==> src/rtl/serial_arith_pkg.sv <==
// Shared constants for the bit-serial arithmetic blocks: FSM encoding and default width.
package serial_arith_pkg;

  localparam int DEFAULT_WIDTH = 8;

  localparam logic [1:0] ST_IDLE  = 2'd0;
  localparam logic [1:0] ST_SHIFT = 2'd1;
  localparam logic [1:0] ST_DONE  = 2'd2;

endpackage

==> src/rtl/fa_cell.sv <==
// One-bit full adder built from two half adders and an OR.
module fa_cell (
  input  logic a,
  input  logic b,
  input  logic c,
  output logic sum,
  output logic carry
);

  logic hs1_sum;
  logic hs1_carry;
  logic hs2_carry;

  assign hs1_sum   = a ^ b;
  assign hs1_carry = a & b;
  assign sum       = hs1_sum ^ c;
  assign hs2_carry = hs1_sum & c;
  assign carry     = hs1_carry | hs2_carry;

endmodule

==> src/rtl/serial_adder.sv <==
// Bit-serial adder: operands enter in parallel, are added LSB-first through one
// full-adder cell, and the sum is returned in parallel with carry-out.
//
// state | meaning
// IDLE  | waiting for operands, in_ready high
// SHIFT | one bit added per clock, LSB first
// DONE  | result held on sum/cout with out_valid high until out_ready
module serial_adder
  import serial_arith_pkg::*;
#(
  parameter int WIDTH = DEFAULT_WIDTH
) (
  input  logic             clk,
  input  logic             rst,
  input  logic             in_valid,
  output logic             in_ready,
  input  logic [WIDTH-1:0] a,
  input  logic [WIDTH-1:0] b,
  input  logic             cin,
  output logic             out_valid,
  input  logic             out_ready,
  output logic [WIDTH-1:0] sum,
  output logic             cout,
  output logic             busy
);

  localparam int CW = $clog2(WIDTH);
  localparam logic [CW-1:0] LAST_BIT = CW'(WIDTH - 1);

  logic [1:0]       state_q, state_d;
  logic [1:0]       state_dec;
  logic [WIDTH-1:0] a_sh_q, a_sh_d;
  logic [WIDTH-1:0] b_sh_q, b_sh_d;
  logic [WIDTH-1:0] sum_q, sum_d;
  logic             carry_q, carry_d;
  logic [CW-1:0]    cnt_q, cnt_d;
  logic             fa_sum;
  logic             fa_carry;

  fa_cell u_fa (
    .a     (a_sh_q[0]),
    .b     (b_sh_q[0]),
    .c     (carry_q),
    .sum   (fa_sum),
    .carry (fa_carry)
  );

  // The unused encoding behaves exactly like IDLE.
  assign state_dec = (state_q == ST_SHIFT || state_q == ST_DONE) ? state_q : ST_IDLE;

  always_comb begin
    state_d = state_dec;
    a_sh_d  = a_sh_q;
    b_sh_d  = b_sh_q;
    sum_d   = sum_q;
    carry_d = carry_q;
    cnt_d   = cnt_q;
    case (state_dec)
      ST_SHIFT: begin
        carry_d = fa_carry;
        sum_d   = {fa_sum, sum_q[WIDTH-1:1]};
        a_sh_d  = a_sh_q >> 1;
        b_sh_d  = b_sh_q >> 1;
        // Counter parks at the last bit instead of wrapping.
        if (cnt_q == LAST_BIT) begin
          state_d = ST_DONE;
        end else begin
          cnt_d = cnt_q + CW'(1);
        end
      end
      ST_DONE: begin
        if (out_ready) begin
          state_d = ST_IDLE;
        end
      end
      default: begin
        if (in_valid) begin
          a_sh_d  = a;
          b_sh_d  = b;
          carry_d = cin;
          cnt_d   = '0;
          sum_d   = '0;
          state_d = ST_SHIFT;
        end
      end
    endcase
  end

  always_ff @(posedge clk) begin
    if (rst) begin
      state_q <= ST_IDLE;
      a_sh_q  <= '0;
      b_sh_q  <= '0;
      sum_q   <= '0;
      carry_q <= 1'b0;
      cnt_q   <= '0;
    end else begin
      state_q <= state_d;
      a_sh_q  <= a_sh_d;
      b_sh_q  <= b_sh_d;
      sum_q   <= sum_d;
      carry_q <= carry_d;
      cnt_q   <= cnt_d;
    end
  end

  assign in_ready  = (state_dec == ST_IDLE);
  assign out_valid = (state_dec == ST_DONE);
  assign busy      = (state_dec == ST_SHIFT) || (state_dec == ST_DONE);
  assign sum       = sum_q;
  assign cout      = carry_q;

endmodule

==> config.mk <==
export PLATFORM = sky130hd
export DESIGN_NAME = serial_adder
export DESIGN_NICKNAME = d
export VERILOG_FILES = /design/src/rtl/serial_arith_pkg.sv /design/src/rtl/fa_cell.sv /design/src/rtl/serial_adder.sv
export SDC_FILE = /design/constraint.sdc
export NUM_CORES = 1
export LEC_CHECK = 0
export CORE_UTILIZATION = 36
export DETAILED_ROUTE_END_ITERATION = 7
export SYNTH_ARGS = -nofsm -noshare
export SYNTH_HDL_FRONTEND = slang
export SYNTH_SLANG_ARGS = --single-unit
export TNS_END_PERCENT = 10
==> constraint.sdc <==
create_clock -name clk -period 1.4 [get_ports clk]
set_clock_uncertainty 0.05 [all_clocks]
set_input_delay 0.28 -clock clk [delete_from_list [all_inputs] [get_ports clk]]
set_output_delay 0.28 -clock clk [all_outputs]
set_load 0.03 [all_outputs]
==> flow_metrics.env <==
export IMPL_cts_tree="done"
export IMPL_cts_hold_buffers=0
export IMPL_numClockSinks=30
export IMPL_dpl_cell_area_sq_um=1910
export IMPL_grt_pass1_vias=1202
export IMPL_end_kind="primary output"
export IMPL_num_rows=22
export IMPL_grt_antenna_before_repair=0
export IMPL_fin_ws_ps=-97.2
export IMPL_fin_area_sq_um=2170
export IMPL_p_total_mw=2.54
export IMPL_syn2layout_area_growth_pct=48.7
export IMPL_drive_gt1_frac=0.302
export IMPL_dr_total_vias=1201
export IMPL_hold_viol_final=0
export IMPL_r2r_slack_ps=-10
export IMPL_final_cell_mix="dfxtp_1 (27), nor2_1 (22), clkdlybuf4s50_1 (19)"
export IMPL_irDropWorstVdd_mv=1.12
export IMPL_cts_root_buf="clkbuf_8"
export IMPL_die_w_um=65.7
export IMPL_gp_congestion=0.689
export IMPL_layout_commonest_cell="dfxtp_1"
export IMPL_place_ws_ps=-318
export IMPL_worstPathMaxFanout=4
export IMPL_start_util=0.387
export IMPL_violations="negative setup slack"
export IMPL_fin_setup_tns_ps=-290
export IMPL_dr_pass1_iters=4
export IMPL_slew_viol_final=0
export IMPL_r2r_start="state_q[1]"
export IMPL_coreArea_sq_um=3770
export IMPL_clk_pin_slew_ps=70
export IMPL_htreeDepth=2
export IMPL_max_freq_ghz=0.668
export IMPL_antenna_left=0
export IMPL_tightestPinTransition_ps=329
export IMPL_rsz0062_at_grt="yes"
export IMPL_grt_max_degree=29
export IMPL_power_leakage_nw=0.840
export IMPL_critPathKind="reg -> out"
export IMPL_dpl_hpwl_um=2180
export IMPL_via_per_inst=5.00
export IMPL_io_pins=33
export IMPL_wire_per_inst_um=13.4
export IMPL_min_delay_start="cout"
export IMPL_cp_startpoint="state_q[1]"
export IMPL_cts_buffers=5
export IMPL_yosysWarnings=0
export IMPL_die_area_sq_um=4310
export IMPL_status="finished with violations"
export IMPL_min_period_over_period=1.07
export IMPL_clock_latency_ps=280
export IMPL_wl_um=3210
export IMPL_setup_viol=4
export IMPL_syn_inst=147
export IMPL_track_usage=0.157
export IMPL_maxCapViolCount=0
export IMPL_worstPathArrival_ps=1170
export IMPL_start_kind="flip-flop"
export IMPL_ys_seq_elements=30
export IMPL_min_period_ps=1500
export IMPL_synth_net_count=175
export IMPL_drtIter0Drc=50
export IMPL_yosysUniqueCellTypes=28
export IMPL_synth_area_per_cell_sq_um=9.92
export IMPL_yosysSeqAreaShare=0.412
export IMPL_crit_required_ps=1070
export IMPL_drc=0
export IMPL_clockBufferDepth=2
export IMPL_grt_overflow=0
export IMPL_die_height_um=65.7
export IMPL_p_per_area_nw_per_um2=1170
export IMPL_fin_nets=219
export IMPL_max_slew_margin=0.779
export IMPL_syn_area_sq_um=1460
export IMPL_hold_path_class="reg -> reg"
export IMPL_place_port_buffers=32
export IMPL_antennaDiodeCount=0
export IMPL_grt_first_pass_wirelength_um=5150
==> routing by layer <==
layer,track usage,up-vias,part of all wire
li1,-,608,-
met1,0.175,567,0.43
met2,0.281,21,0.52
met3,0.0417,5,0.038
met4,0.0571,0,0.011
met5,0,-,0
==> stage by stage <==
stage                     cells  utilization  hold WS (ps)
after CTS                   238        0.545           423
after floorplan             147            -           378
final                       240        0.575           419
after global placement      230        0.506           405
after global routing        240        0.575           446
after detailed placement    230        0.506           414
==> synth_stat cells <==
library cell | instances | area share
a221oi_1 | 1 | 0.0060
ha_1 | 6 | 0.051
buf_6 | 1 | 0.0077
o21ba_4 | 1 | 0.011
nor3_1 | 1 | 0.0034
buf_4 | 3 | 0.015
buf_2 | 2 | 0.0069
and2b_1 | 1 | 0.0051
fa_1 | 1 | 0.014
nor4b_1 | 1 | 0.0060
clkbuf_1 | 3 | 0.0077
nor2_1 | 25 | 0.064
a211oi_1 | 5 | 0.026
nor3b_1 | 1 | 0.0051
a2111oi_0 | 1 | 0.0060
a22oi_1 | 10 | 0.051
inv_1 | 9 | 0.023
nand3_1 | 4 | 0.014
a31oi_1 | 3 | 0.013
nand2_1 | 5 | 0.013
o21bai_4 | 1 | 0.013
mux2i_1 | 14 | 0.096
nand2b_1 | 1 | 0.0043
a21oi_1 | 4 | 0.014
a211oi_2 | 10 | 0.086
o211ai_1 | 1 | 0.0051
buf_8 | 2 | 0.021
dfxtp_1 | 30 | 0.41
==> logic make-up (layout without fill, tap and decap cells) <==
| logic type | Yosys count | after routing | synth area share |
|---|---|---|---|
| adder cells (fa/ha/maj) | 7 | 7 | 0.0652 |
| buffers and inverters | 20 | 65 | 0.0815 |
| AND/OR/NAND/NOR | 39 | 39 | 0.115 |
| AO/OA/AOI/OAI | 37 | 37 | 0.231 |
| flip-flops | 30 | 30 | 0.412 |
| multiplexers | 14 | 14 | 0.0961 |
==> registers in the layout (all words and copies together) (netlist names) <==
signal / count
a_sh_q: 8
b_sh_q: 8
cnt_q: 3
cout: 1
state_q: 2
sum: 8
==> final cells by class <==
type,count,area [sq um]
fillers,322,1600
multi-input cells,97,820
flip-flops and latches,30,607
repair buffers,48,504
clock buffers,6,82.6
clock inverters,2,60.1
well taps,48,60.1
inverters,9,36.3
==> final timing paths <==
kind,to,cells past startpoint
min,cout,2
max,busy,4
min reg2reg,cout,2
max reg2reg,a_sh_q[5],6
==> critical path, stage by stage, from the launching register on <==
cell and delay [ps]:
dfxtp_2 340, buf_6 110, ha_4 280, inv_2 40
buf_6 120
==> power by group <==
part	switching, mW	internal (mW)
Combinational	0.237	0.254
Sequential	0.0394	0.914
Clock	0.335	0.759
==> what timing repair did <==
item | CTS | global route
setup buffers | 0 | 2
pin swaps | 1 | 12
resized for setup | 16 | 29
endpoints found under the hold margin | 0 | 0
endpoints found under the setup margin | 41 | 38
Power figures use the tool's default switching activity.
